==> config.mk <==
export PLATFORM = sky130hd
export DESIGN_NAME = axi4_frame_reader
export DESIGN_NICKNAME = d
export VERILOG_FILES = /design/src/rtl/axi4_frame_reader.sv
export SDC_FILE = /design/constraint.sdc
export NUM_CORES = 1
export LEC_CHECK = 0
export CAP_MARGIN = 10
export CORE_UTILIZATION = 43
export CTS_BUF_LIST = sky130_fd_sc_hd__clkbuf_2
export DETAILED_ROUTE_END_ITERATION = 10
export PLACE_DENSITY = 0.82
export REMOVE_ABC_BUFFERS = 1
export SLEW_MARGIN = 20
export SYNTH_ARGS = -nofsm -noshare
export SYNTH_HDL_FRONTEND = slang
export SYNTH_SLANG_ARGS = --single-unit
export TNS_END_PERCENT = 100
==> constraint.sdc <==
create_clock -name clk_100Mhz -period 2.03 [get_ports clk_100Mhz]
set_clock_uncertainty 0.1 [all_clocks]
set_input_delay 0.406 -clock clk_100Mhz [delete_from_list [all_inputs] [get_ports clk_100Mhz]]
set_output_delay 0.406 -clock clk_100Mhz [all_outputs]
set_load 0.01 [all_outputs]
==> src/rtl/axi4_frame_reader.sv <==
// ----------------------------------------------------------------------------
// axi4_frame_reader
// AXI4 read master that streams a stored video frame out of DDR. Each frame
// is fetched as BURSTS_PER_FRAME fixed-length INCR bursts of BURST_BEATS
// beats, starting at FRAME_BASE_ADDR. Every accepted beat is passed straight
// through to the display-side valid/ready stream. At most one burst is in
// flight at any time.
//
// Ports
//   clk_100Mhz, rst       : clock, synchronous active-high reset
//   enable, frame_start   : fetch enable (level) and frame restart (pulse)
//   space_ok              : downstream can take a full burst
//   AR* / R*              : AXI4 read address and read data channels
//   out_data/valid/ready  : downstream pixel-word stream
//   frame_end             : one-cycle pulse after the last beat of a frame
//   rd_error              : sticky error (bad RRESP or RLAST misplacement)
//   state                 : FSM state for debug (0 idle, 1 addr, 2 data)
// ----------------------------------------------------------------------------
module axi4_frame_reader #(
    parameter int unsigned                 AXI_ADDR_WIDTH   = 32,
    parameter int unsigned                 AXI_DATA_WIDTH   = 64,
    parameter logic [AXI_ADDR_WIDTH-1:0]   FRAME_BASE_ADDR  = 32'h0100_0000,
    parameter int unsigned                 BURST_BEATS      = 64,
    parameter int unsigned                 BURSTS_PER_FRAME = 300
) (
    input  logic                      clk_100Mhz,
    input  logic                      rst,
    input  logic                      enable,
    input  logic                      frame_start,
    input  logic                      space_ok,
    output logic [AXI_ADDR_WIDTH-1:0] ARADDR,
    output logic                      ARVALID,
    input  logic                      ARREADY,
    output logic [7:0]                ARLEN,
    output logic [2:0]                ARSIZE,
    output logic [1:0]                ARBURST,
    output logic [3:0]                ARCACHE,
    output logic [2:0]                ARPROT,
    input  logic [AXI_DATA_WIDTH-1:0] RDATA,
    input  logic                      RVALID,
    output logic                      RREADY,
    input  logic                      RLAST,
    input  logic [1:0]                RRESP,
    output logic [AXI_DATA_WIDTH-1:0] out_data,
    output logic                      out_valid,
    input  logic                      out_ready,
    output logic                      frame_end,
    output logic                      rd_error,
    output logic [1:0]                state
);

    localparam int unsigned BEAT_W  = $clog2(BURST_BEATS);
    localparam int unsigned BURST_W = $clog2(BURSTS_PER_FRAME);

    localparam logic [BEAT_W-1:0]         LAST_BEAT   = BEAT_W'(BURST_BEATS - 1);
    localparam logic [BURST_W-1:0]        LAST_BURST  = BURST_W'(BURSTS_PER_FRAME - 1);
    localparam logic [AXI_ADDR_WIDTH-1:0] BURST_BYTES =
        AXI_ADDR_WIDTH'(BURST_BEATS * (AXI_DATA_WIDTH / 8));

    typedef enum logic [1:0] {
        ST_IDLE      = 2'd0,
        ST_ADDR_SEND = 2'd1,
        ST_DATA_RECV = 2'd2
    } state_t;

    state_t                      r_state,       w_state_nxt;
    logic [AXI_ADDR_WIDTH-1:0]   r_araddr,      w_araddr_nxt;
    logic                        r_arvalid,     w_arvalid_nxt;
    logic [AXI_ADDR_WIDTH-1:0]   r_offset,      w_offset_nxt;
    logic [BEAT_W-1:0]           r_beat_cnt,    w_beat_cnt_nxt;
    logic [BURST_W-1:0]          r_burst_cnt,   w_burst_cnt_nxt;
    logic                        r_frame_end,   w_frame_end_nxt;
    logic                        r_rd_error,    w_rd_error_nxt;
    logic                        r_restart,     w_restart_nxt;
    logic [AXI_ADDR_WIDTH-1:0]   w_idle_offset;
    logic                        w_beat_acc;

    // Fixed burst shape: full-width beats, incrementing, non-cacheable data.
    assign ARLEN   = 8'(BURST_BEATS - 1);
    assign ARSIZE  = 3'b011;
    assign ARBURST = 2'b01;
    assign ARCACHE = 4'b0000;
    assign ARPROT  = 3'b010;

    assign ARADDR    = r_araddr;
    assign ARVALID   = r_arvalid;
    assign frame_end = r_frame_end;
    assign rd_error  = r_rd_error;
    assign state     = r_state;

    // Zero-latency data path: the stream is only live while receiving a burst.
    assign out_data   = RDATA;
    assign out_valid  = (r_state == ST_DATA_RECV) && RVALID;
    assign RREADY     = (r_state == ST_DATA_RECV) && out_ready;
    assign w_beat_acc = (r_state == ST_DATA_RECV) && RVALID && out_ready;

    // Next-state and datapath update for the burst sequencer.
    always_comb begin
        w_state_nxt     = r_state;
        w_araddr_nxt    = r_araddr;
        w_arvalid_nxt   = r_arvalid;
        w_offset_nxt    = r_offset;
        w_beat_cnt_nxt  = r_beat_cnt;
        w_burst_cnt_nxt = r_burst_cnt;
        w_frame_end_nxt = 1'b0;
        w_rd_error_nxt  = r_rd_error;
        w_restart_nxt   = r_restart;
        w_idle_offset   = r_offset;

        case (r_state)
            ST_IDLE: begin
                // A restart (pending or arriving now) rewinds before any new
                // address is formed, so the next burst starts at the base.
                if (r_restart || frame_start) begin
                    w_idle_offset   = '0;
                    w_offset_nxt    = '0;
                    w_burst_cnt_nxt = '0;
                    w_restart_nxt   = 1'b0;
                end else begin
                    w_idle_offset   = r_offset;
                end
                if (enable && space_ok) begin
                    w_araddr_nxt  = FRAME_BASE_ADDR + w_idle_offset;
                    w_arvalid_nxt = 1'b1;
                    w_state_nxt   = ST_ADDR_SEND;
                end else begin
                    w_state_nxt   = ST_IDLE;
                end
            end

            ST_ADDR_SEND: begin
                if (frame_start) begin
                    w_restart_nxt = 1'b1;
                end else begin
                    w_restart_nxt = r_restart;
                end
                if (r_arvalid && ARREADY) begin
                    w_arvalid_nxt  = 1'b0;
                    w_beat_cnt_nxt = '0;
                    w_state_nxt    = ST_DATA_RECV;
                end else begin
                    w_state_nxt    = ST_ADDR_SEND;
                end
            end

            ST_DATA_RECV: begin
                if (frame_start) begin
                    w_restart_nxt = 1'b1;
                end else begin
                    w_restart_nxt = r_restart;
                end
                if (w_beat_acc) begin
                    w_beat_cnt_nxt = r_beat_cnt + 1'b1;
                    // Burst length is governed by the count; RLAST is only
                    // cross-checked against it.
                    if ((RRESP != 2'b00) || (RLAST != (r_beat_cnt == LAST_BEAT))) begin
                        w_rd_error_nxt = 1'b1;
                    end else begin
                        w_rd_error_nxt = r_rd_error;
                    end
                    if (r_beat_cnt == LAST_BEAT) begin
                        w_state_nxt = ST_IDLE;
                        if (r_burst_cnt == LAST_BURST) begin
                            w_offset_nxt    = '0;
                            w_burst_cnt_nxt = '0;
                            w_frame_end_nxt = 1'b1;
                        end else begin
                            w_offset_nxt    = r_offset + BURST_BYTES;
                            w_burst_cnt_nxt = r_burst_cnt + 1'b1;
                        end
                    end else begin
                        w_state_nxt = ST_DATA_RECV;
                    end
                end else begin
                    w_state_nxt = ST_DATA_RECV;
                end
            end

            default: begin
                w_state_nxt   = ST_IDLE;
                w_arvalid_nxt = 1'b0;
            end
        endcase
    end

    // State and datapath registers with synchronous reset.
    always_ff @(posedge clk_100Mhz) begin
        if (rst) begin
            r_state     <= ST_IDLE;
            r_araddr    <= FRAME_BASE_ADDR;
            r_arvalid   <= 1'b0;
            r_offset    <= '0;
            r_beat_cnt  <= '0;
            r_burst_cnt <= '0;
            r_frame_end <= 1'b0;
            r_rd_error  <= 1'b0;
            r_restart   <= 1'b0;
        end else begin
            r_state     <= w_state_nxt;
            r_araddr    <= w_araddr_nxt;
            r_arvalid   <= w_arvalid_nxt;
            r_offset    <= w_offset_nxt;
            r_beat_cnt  <= w_beat_cnt_nxt;
            r_burst_cnt <= w_burst_cnt_nxt;
            r_frame_end <= w_frame_end_nxt;
            r_rd_error  <= w_rd_error_nxt;
            r_restart   <= w_restart_nxt;
        end
    end

endmodule

Yosys cells after proc, flatten, opt, wreduce, memory -nomap -nowiden
Index checks and enable logic that the tools add are counted.
{"block": "totals", "regBits": 85, "in_bits": 75, "output_inout_bits": 123, "word_cells": 74}
{"block": "op_classes", "addsub": 4, "n_eq_ne": 11, "muxes": 26, "n_bitwise": 3, "n_reduce_logical": 21}
{"operator": "2-to-1 mux 32 bit", "n": 5}
{"operator": "case mux 32 bit (2 select lines)", "n": 1}
{"operator": "2-to-1 mux 9 bit", "n": 4}
{"operator": "adder 25 x 32 -> 32 bit, first input constant", "n": 1}
{"operator": "adder 32 x 10 -> 32 bit, second input constant", "n": 1}
{"operator": "case mux 9 bit (2 select lines)", "n": 1}
{"operator": "AND reduction 3 bit", "n": 5}
{"operator": "2-to-1 mux 6 bit", "n": 2}
{"operator": "case mux 6 bit (2 select lines)", "n": 1}
{"operator": "adder 9 x 1 -> 9 bit, second input constant", "n": 1}
{"operator": "equality test 9 bit, second input constant", "n": 1}
{"operator": "!= test 2 bit, second input constant", "n": 4}
{"operator": "nonzero test 2 bit", "n": 4}
{"operator": "adder 6 x 1 -> 6 bit, second input constant", "n": 1}
{"operator": "equality test 6 bit, second input constant", "n": 1}
{"operator": "2-to-1 mux 1 bit", "n": 6}
{"operator": "2-to-1 mux 2 bit", "n": 3}
{"operator": "case mux 2 bit (3 select lines)", "n": 1}
{"operator": "logical AND 1 bit", "n": 5}
{"operator": "!= test 2 x 1 -> 1 bit, second input constant", "n": 2}
{"operator": "AND reduction 4 bit", "n": 1}
{"operator": "OR reduction 4 bit", "n": 1}
{"operator": "inverter 1 bit", "n": 3}
{"operator": "case mux 1 bit (3 select lines)", "n": 1}
{"operator": "other kinds (8)", "n": 9}

Depth between registers and ports, before layout
Gate-level depths: netlist of the first run.
{"block": "depth", "depth_word": 5, "ltp_mapped": 9, "depth_no_buf": 8}

Worst setup path after synthesis of the first run
OpenSTA, ideal clock, no wires.
{"block": "synth_timing", "path_kind": "flip-flop to flip-flop", "from": "register r_state[0] (netlist: state[0])", "to": "register r_burst_cnt[3]", "setup_ns": 0.117, "arrival_time_ns": 1.739, "required_time_ns": 1.813, "path_slack_ns": 0.074, "path_stages_with_launch": 9, "n_path_buf": 1, "period_less_slack_ns": 1.956, "path_cell_list": "dfxtp_1 inv_1 ha_1 inv_1 mux2_2 a21oi_1 buf_2 o21ai_0 a32o_1"}
{"block": "synth_via", "elab_chain_cells": 5, "elab_cells_between_ends": 10, "classes_between": "eq/ne: 4; mux: 1; reduce/logical: 5"}
{"item": "from (decl)", "line": "66", "rtl": "state_t r_state, w_state_nxt;"}
{"item": "from (signal assigned)", "line": "199", "rtl": "r_state <= w_state_nxt;"}
{"item": "equality test 2 bit", "line": "95, 110"}
{"item": "logical AND 1 bit (2 in series)", "line": "95", "rtl": "assign w_beat_acc = (r_state == ST_DATA_RECV) && RVALID && out_ready;"}
{"item": "!= test 2 bit (no source line)"}
{"item": "AND reduction 4 bit (no source line)"}
{"item": "to (signal assigned)", "line": "204", "rtl": "r_burst_cnt <= w_burst_cnt_nxt;"}
{"item": "to (decl)", "line": "71", "rtl": "logic [BURST_W-1:0] r_burst_cnt, w_burst_cnt_nxt;"}
Several ways; a longest one is shown, not always the timed one.
A chain may end at the register's enable or synchronous reset.

Final worst setup path of the first run
{"block": "layout_timing", "from": "register r_araddr[11] (netlist: ARADDR[11])", "to": "output ARADDR[11]"}
{"item": "from (decl)", "line": "67", "rtl": "logic [AXI_ADDR_WIDTH-1:0] r_araddr, w_araddr_nxt;"}
{"item": "from (signal assigned)", "line": "200", "rtl": "r_araddr <= w_araddr_nxt;"}
{"item": "to (decl)", "line": "31", "rtl": "output logic [AXI_ADDR_WIDTH-1:0] ARADDR,"}
No word-level cell between the ends.

==> results of run 1 <==
==> routing by layer <==
layer / GRT usage [%] / wire length (µm) / up-vias
met5: 14.4 / 162 / -
met2: 38.0 / 5900 / 254
met1: 30.1 / 5370 / 1808
met4: 6.61 / 227 / 6
met3: 22.8 / 2660 / 21
li1: - / - / 1800
==> cell families after synthesis <==
kind of cell	synth area share, %
other cells	0.170
buf+inv	17.4
fa+ha+maj	2.26
compound gates	16.5
flops	38.4
mux	0.480
xor+xnor	1.98
simple gates	22.7
==> where the power goes <==
part / leakage (nW) / internal (mW) / total [mW] / switching, mW
clock: 0.0609 / 0.175 / 0.806 / 0.631
combinational: 1.74 / 0.102 / 0.269 / 0.167
sequential: 0.704 / 1.68 / 1.68 / 0.00456
total: 2.51 / 1.96 / 2.76 / 0.803
==> layout make-up <==
type                       instances  area share [%]
timing repair buffer              95            18.4
clock buffer                       9           0.884
sequential                        85            34.4
inverter                           9           0.663
multi-input combinational        350            41.3
clock inverter                     7            1.08
tap                              133            3.27
==> final timing paths <==
path / depth (start not counted) / start / slack [ns] / end
hold / removal: 4 / rst / 0.23 / ARADDR[24]
setup / recovery: 1 / ARADDR[11] / 0.06 / ARADDR[11]
setup reg to reg: 10 / state[0] / 0.06 / r_offset[31]
hold reg to reg: 2 / r_offset[8] / 0.35 / ARADDR[8]
==> placed cells by master, fill, tap and decap left out, types with 9 or more instances in the layout <==
| cell | count |
|---|---|
| clkdlybuf4s50_1 | 10 |
| and2_1 | 14 |
| dlymetal6s2s_1 | 32 |
| conb_1 | 20 |
| a21oi_1 | 44 |
| o21ai_1 | 17 |
| nand3_1 | 35 |
| nor3_1 | 12 |
| buf_4 | 42 |
| dfxtp_2 | 37 |
| o21ai_0 | 17 |
| nor2_1 | 35 |
| clkbuf_2 | 9 |
| a31oi_1 | 9 |
| nand2_1 | 44 |
| dfxtp_1 | 47 |
==> timing repair <==
item | in CTS | in global routing
setup buffers | 3 | 2
pin swaps | 1 | 3
cloned | 0 | 1
gates resized for setup | 31 | 75
setup endpoints to repair | 43 | 55
==> sequential cells by signal, summed over array words and instances (netlist names) <==
name and cells:
ARADDR 32, ARVALID 1, frame_end 1, r_beat_cnt 6, r_burst_cnt 9, r_offset 32, r_restart 1, rd_error 1
state 2
==> cells in the mapped netlist (7+ instances only) <==
library cell,count,area [µm²]
ha_1,8,100
o21ai_0,18,90.1
buf_4,84,631
nor2_1,37,139
buf_2,8,40.0
inv_1,9,33.8
a31oi_1,9,56.3
nand3_1,37,185
o21ai_1,17,85.1
and3_1,9,56.3
nor3b_1,8,60.1
and2_1,15,93.8
a32o_1,7,70.1
dfxtp_1,85,1700
clkbuf_1,13,48.8
nor3_1,12,60.1
nand2_1,44,165
a21oi_1,46,230
==> per-stage QoR <==
step                TNS [ns]  instances  setup WS, ns  hold WS, ns
finish                     0        688        0.0591        0.235
global route          -0.184        688       -0.0544        0.208
CTS                        0        685      0.000958        0.223
detailed placement    -10.02        666        -0.460        0.344
global placement       -7.03        666        -0.331        0.338
floorplan             -12.72        444        -0.477        0.329
==> out/summary.txt, run 1 <==
largest net degree at the start of global routing: 56
Diodes inserted: 0
cts hold-fix bufs: 0
EDFF count, synth: 0
Tcrit/Tclk final: 97.1%
Mean Syn Cell Area: 8.26 µm²
H-tree depth: 3
DR DRC count: 0
critical path data required time: 1.52 ns
CP Cell Sequence: clkdlybuf4s50_1
share of cells above drive strength 1: 23.2%
Area Growth Syn to Fin: 15.0%
Crit. End Element: primary output
clock-pin slew on the worst setup and hold paths: 0.24 ns
CTS tree: yes
Worst slew margin: 60.7%
Layout fillers: 901
minimum clock period: 1.97 ns
Vias: 3,889
worst-margin pin slew: 0.590 ns
synthesized flop and latch total: 85
Async SR Flop Fraction: 0%
vias in the first global route: 3,522
total chip power: 2.76 mW
Root Buffer: clkbuf_2
I/O Buffers: 49
initial detailed-routing violation count: 229
die width: 103 µm
overflow left after global routing: 0
status: complete, no violations
FF/Latch Area: 0.00175 mm²
core area: 0.00986 mm²
Post-Synthesis Cells: 536
TritonCTS buffer count: 9
# setup viols final: 0
Hold Crit Class: primary input to flop
first-pass GRT wire length: 20.8 mm
Max Fclk: 507 MHz
Top delay family on crit path: buffers and inverters
slowest CP cell: clkdlybuf4s50_1
fin area: 0.00509 mm²
# rows: 36
worst-skew pair later-pin latency: 0.59 ns
VDD IR-drop max: 0.344 mV
Critical Path Max Stage Delay: 0.52 ns
CP startpoint kind: flop
drt pass-1 iters: 5
gpl congestion: 0.913
CP Data Arrival Time: 1.46 ns
Synth Flop Type: dfxtp_1
sequential share of the synthesized area: 38.4%
Die Area: 0.0107 mm²
yosys warns: 0
multi-input logic area: 0.00210 mm²
Critical Path Fanout Max: 2
die extent in y: 103 µm
number of max-cap violations: 0
nets: 633
Layout Utilization: 51.6%
CTS max path bufs: 2
P_leak: 2.51 nW
I/O pins: 198
clk sinks: 85
critical path class: flop to primary output
Power Density: 542 mW/mm²
DR WL/cell: 20.8 µm
Placed Instance Area: 0.00475 mm²
RSZ-0062 raised after global routing: true
max-slew violation count: 0
final hold vios: 0
Final ANT Viol Nets: 0
DP Wirelength: 10.8 mm
Vias per Instance: 5.65
Post-Syn Area: 0.00443 mm²
Detailed Route WL: 14.3 mm
GR Util All Layers: 27.2%
Initial Util: 44.9%
CP Buf/Inv Count: 1
antenna violations before repair: 0
count of cell types in the netlist: 51
Power figures use the tool's default switching activity.
==> run 2: changes to the inputs <==
- CORE_MARGIN: not set -> 1
- CORE_UTILIZATION: 43 -> 39
- PLACE_DENSITY: 0.82 -> 0.79
- clock period: 2.03 -> 1.8 ns (I/O delays scaled with it)
==> run 2 against run 1 <==
  * The run now ends with setup timing left
  * First-iteration DRC count is 9.6% higher
  * Sequential share of layout area is 3.7 points lower
  * Global-route usage is 0.089 points lower
  * Setup slack worse by 0.30 ns
  * Cell area is 13% higher
  * Critical path depth is 4 higher
  * Critical endpoint is now out_valid
  * Power is 21% higher
==> out/summary.txt, run 2 (synthesized netlist as in run 1, its figures left out) <==
worst-skew pair later-pin latency: 0.61 ns (+0.02 ns)
first-pass GRT wire length: 23.0 mm (+10%)
overflow left after global routing: 0 (unchanged)
die extent in y: 109 µm (+4.9%)
Crit. End Element: primary output
clock-pin slew on the worst setup and hold paths: 0.27 ns (+0.03 ns)
hold slack: 0.253 ns (+0.0183 ns)
DR DRC count: 0 (unchanged)
slowest CP cell: dfxtp_2
H-tree depth: 3 (unchanged)
worst-margin pin slew: 0.623 ns (+0.0329 ns)
Top delay family on crit path: flip-flops
Hold Crit Class: primary input to flop
Worst slew margin: 58.5% (-2.2 points)
total chip power: 3.35 mW (+21%)
vias in the first global route: 3,833 (+8.8%)
Initial Util: 40.5% (-4.4 points)
largest net degree at the start of global routing: 56 (unchanged)
GR Util All Layers: 27.1% (-0.089 points)
RSZ-0062 raised after global routing: true
minimum clock period: 2.04 ns
clk sinks: 85 (unchanged)
Critical Path Max Stage Delay: 0.40 ns (-0.12 ns)
Detailed Route WL: 16.4 mm (+14%)
TritonCTS buffer count: 9 (unchanged)
antenna violations before repair: 0 (unchanged)
die width: 109 µm (+4.9%)
DP Wirelength: 11.2 mm (+3.6%)
Vias: 4,176 (+7.4%)
nets: 672 (+6.2%)
# setup viols final: 48 (+48)
Layout fillers: 970 (+7.7%)
cts hold-fix bufs: 0 (unchanged)
CP startpoint kind: flop
Die Area: 0.0118 mm² (+10%)
core area: 0.0109 mm² (+11%)
commonest non-fill, non-tap cells in the layout: buf_4 (59), dfxtp_1 (43), nand2_1 (43), dfxtp_2 (40), a21oi_1 (40)
share of cells above drive strength 1: 37.4% (+14 points)
critical path class: flop to primary output
final hold vios: 0 (unchanged)
initial detailed-routing violation count: 251 (+9.6%)
DR WL/cell: 22.3 µm (+7.1%)
setup ws final: -0.240 ns (-0.299 ns)
Root Buffer: clkbuf_2
most used cell, CP: buf_6
CP Data Arrival Time: 1.58 ns (+0.12 ns)
Tcrit/Tclk final: 113%
status: finished, violations left
Area Growth Syn to Fin: 29.6%
critical path data required time: 1.34 ns (-0.18 ns)
drt pass-1 iters: 5 (unchanged)
CTS max path bufs: 2 (unchanged)
failing checks: setup timing
# rows: 38 (+5.6%)
I/O Buffers: 49 (unchanged)
number of max-cap violations: 0 (unchanged)
Power Density: 584 mW/mm² (+7.8%)
Critical Path Fanout Max: 3 (+1)
Vias per Instance: 5.68 (+0.51%)
VDD IR-drop max: 0.357 mV (+3.9%)
CP Buf/Inv Count: 3 (+2)
commonest non-fill, non-tap cell in the layout: buf_4
CTS tree: yes
gpl congestion: 0.881 (-3.5%)
max-slew violation count: 0 (unchanged)
P_leak: 2.36 nW (-5.9%)
Max Fclk: 490 MHz
I/O pins: 198 (unchanged)
worst slack at placement: -0.577 ns (-0.117 ns)
CP Cell Sequence: inv_2, ha_4, buf_6, and2_4, buf_6
Final ANT Viol Nets: 0 (unchanged)
run 2: changes by cell type in the layout (fill, tap and decap cells not counted), moves of 7 or more:
cell,delta
buf_6,+21
dlygate4sd2_1,+29
dlymetal6s2s_1,-32
and2_4,+10
o21ai_0,-7
buf_4,+17
nor2_4,+8
and2_1,-9
run 2: final cells by class:
cell class / count / area, µm² / share of cell area (%)
sequential: 85 / 1760 / 30.7
clock inverter: 7 / 76.3 / 1.33
tap: 140 / 175 / 3.05
multi-input combinational: 352 / 2460 / 43.0
clock buffer: 9 / 45.0 / 0.785
timing repair buffer: 132 / 1180 / 20.6
inverter: 9 / 33.8 / 0.589
antenna: 1 / 2.50 / 0.0436
run 2: final timing paths:
path          startpoint  cells after the start  slack [ns]              to
min                  rst                      3        0.25      ARADDR[29]
min reg2reg  r_offset[4]                      2        0.36       ARADDR[4]
max             state[0]                      5       -0.24       out_valid
max reg2reg     state[0]                      9       -0.20  r_burst_cnt[4]
run 2: worst register-to-register path: stages (launching register included):
cell	delay, ns
dfxtp_2	0.39
inv_2	0.07
ha_4	0.14
buf_6	0.10
nand3_1	0.15
mux2_2	0.32
a21oi_2	0.14
buf_4	0.15
o21ai_0	0.09
a32o_1	0.27
run 2: through the flow:
stage,TNS [ns],utilization (%),cell area [µm²],std cells
2_1_floorplan,-22.05,-,3760,444
4_1_cts,-4.19,50.1,5480,729
3_5_place_dp,-19.21,45.1,4930,696
6_report,-6.10,52.5,5740,735
3_3_place_gp,-16.75,45.1,4930,696
5_1_grt,-9.26,52.4,5730,734
run 2: layer usage:
metal,vias up,routed length (µm),GRT usage [%],share of wire (%)
li1,1882,-,-,-
met1,1945,6050,29.7,37
met2,303,6970,38.6,43
met3,40,2890,21.6,18
met4,6,300,7.43,1.8
met5,-,170,13.4,1.0
run 2: report_power, final:
group | total, mW | switching, mW | internal [mW]
Clock | 1.06 | 0.735 | 0.324
Sequential | 1.90 | 0.00585 | 1.89
Combinational | 0.391 | 0.233 | 0.158
run 2: repair_timing:
action,4_1_cts,5_1_grt
pin swaps,47,20
endpoints found under the setup margin,85,57
gates cloned,1,2
setup buffers,16,4
gates resized for setup,172,50
==> run 3: changes to the inputs <==
- TNS_END_PERCENT: 100 -> 20
==> run 3 against run 2 <==
  * The run still ends with setup timing left
  * Power shrank 1.6%
  * Die area is the same
  * Largest power group unchanged
  * Global-route usage shrank 0.55 points
  * Setup slack lost 0.012 ns
  * Non-clock buffer count shrank 17
  * Worst hold slack lost 0.070 ns
  * Wire length shrank 7.4%
  * Clock-buffer cell count is the same
  * Critical path type unchanged
  * Register-to-register slack gained 0.04 ns
  * Critical path depth is the same
  * Cell count shrank 2.7%
  * Maximum frequency shrank 0.58%
==> out/summary.txt, run 3 (synthesized netlist as in run 1, its figures left out) <==
Area Growth Syn to Fin: 20.2%
RSZ-0062 raised after global routing: true
critical path startpoint: state[0]
DR WL/cell: 21.2 µm (-4.8%)
# setup viols final: 20 (-58%)
largest net degree at the start of global routing: 56 (unchanged)
core area: 0.0109 mm² (unchanged)
drt pass-1 iters: 4 (-1)
number of max-cap violations: 0 (unchanged)
I/O Buffers: 49 (unchanged)
antenna violations before repair: 0 (unchanged)
CTS tree: yes
minimum clock period: 2.05 ns (+0.0119 ns)
P_leak: 2.20 nW (-6.7%)
reg2reg end: r_burst_cnt[4]
critical path class: flop to primary output
TritonCTS buffer count: 9 (unchanged)
max-slew violation count: 0 (unchanged)
Critical Path Fanout Max: 3 (unchanged)
commonest non-fill, non-tap cells in the layout: buf_4 (56), dfxtp_2 (44), nand2_1 (44), a21oi_1 (43), dfxtp_1 (40)
die width: 109 µm (unchanged)
vias in the first global route: 3,714 (-3.1%)
VDD IR-drop max: 0.374 mV (+4.5%)
Vias per Instance: 5.43 (-4.4%)
Diodes inserted: 0 (-1)
clock-pin slew on the worst setup and hold paths: 0.25 ns (-0.02 ns)
GR Util All Layers: 26.6% (-0.55 points)
setup ws final: -0.251 ns (-0.0119 ns)
overflow left after global routing: 0 (unchanged)
status: finished, violations left
Crit. End Element: primary output
CP endpoint: out_valid
die extent in y: 109 µm (unchanged)
r2r worst-path depth: 9 (unchanged)
Tcrit/Tclk final: 114% (+0.66 points)
initial detailed-routing violation count: 151 (-40%)
# rows: 38 (unchanged)
I/O pins: 198 (unchanged)
first-pass GRT wire length: 22.5 mm (-2.1%)
Initial Util: 40.5% (unchanged)
R2R Path Start: state[0]
R2R Setup Slk: -0.16 ns (+0.04 ns)
Layout Utilization: 48.7% (-3.8 points)
Detailed Route WL: 15.2 mm (-7.4%)
Root Buffer: clkbuf_2
cts hold-fix bufs: 0 (unchanged)
failing checks: setup timing
DR DRC count: 0 (unchanged)
Max Fclk: 487 MHz (-0.58%)
commonest non-fill, non-tap cell in the layout: buf_4
gpl congestion: 0.881 (unchanged)
share of cells above drive strength 1: 30.8% (-6.6 points)
critical path data required time: 1.34 ns (about the same)
worst-skew pair later-pin latency: 0.62 ns (about the same)
Vias: 3,883 (-7.0%)
worst-margin pin slew: 0.585 ns (-0.0385 ns)
sum of negative setup slack: -1.82 ns (+4.29 ns)
Power Density: 619 mW/mm² (+6.0%)
DP Wirelength: 11.2 mm (unchanged)
final hold vios: 0 (unchanged)
Hold Crit Class: primary input to flop
Worst slew margin: 61.0% (+2.6 points)
nets: 653 (-2.8%)
Die Area: 0.0118 mm² (unchanged)
CP Data Arrival Time: 1.59 ns (about the same)
H-tree depth: 3 (unchanged)
Final ANT Viol Nets: 0 (unchanged)
clk sinks: 85 (unchanged)
CTS max path bufs: 2 (unchanged)
CP startpoint kind: flop
[run 3: cell type report]
class	instances	area, µm²
fillers	1022	5610
flip-flops and latches	85	1760
clock buffers	9	45.0
clock inverters	7	76.3
repair buffers	115	993
multi-input cells	350	2240
well taps	140	175
inverters	9	33.8
[run 3: worst min-delay path by stage]
stage / startpoint / cells after the start / slack [ns] / endpoint
6_report: rst / 6 / 0.18 / r_offset[22]
5_1_grt: rst / 6 / 0.21 / r_offset[27]
4_1_cts: rst / 6 / 0.19 / r_offset[26]
3_5_place_dp: r_offset[4] / 1 / 0.34 / r_offset[4]
3_3_place_gp: ARADDR[8] / 2 / 0.34 / ARADDR[8]
2_1_floorplan: rst / 1 / 0.33 / ARADDR[0]
[run 3: stage by stage]
step                      hold WS [ns]  total power [mW]  setup WS [ns]  cells  area, µm²
after floorplan                  0.329              2.06         -0.661    444       3760
after CTS                        0.186              3.28         -0.249    715       5220
after global placement           0.338              2.22         -0.535    696       4930
after global routing             0.206              3.41         -0.297    715       5320
after detailed placement         0.343              2.23         -0.577    696       4930
final                            0.184              3.29         -0.251    715       5320
[run 3: timing repair]
item / CTS / global route
setup endpoints to repair: 85 / 52
pin swaps: 13 / 8
setup buffers: 2 / 0
gates resized for setup: 132 / 32
cloned: 1 / 0
hold endpoints to repair: 0 / 0
[run 3: per-layer routing]
metal / GRT usage (%) / vias to the layer above / share of wire [%]
met4: 7.14 / 6 / 1.1
li1: - / 1848 / -
met5: 12.9 / - / 1.1
met3: 21.5 / 23 / 17
met1: 29.5 / 1778 / 39
met2: 37.3 / 228 / 41
[run 3: power breakdown]
part	total [mW]	internal [mW]	switching, mW
sequential	1.90	1.89	0.00678
combinational	0.333	0.134	0.199
clock	1.06	0.324	0.737
total	3.29	2.35	0.943
[run 3: critical path, cell delays in order, from the launching register on]
cell,delay [ns]
dfxtp_2,0.40
inv_2,0.05
ha_4,0.16
buf_6,0.12
and2_4,0.13
buf_6,0.11
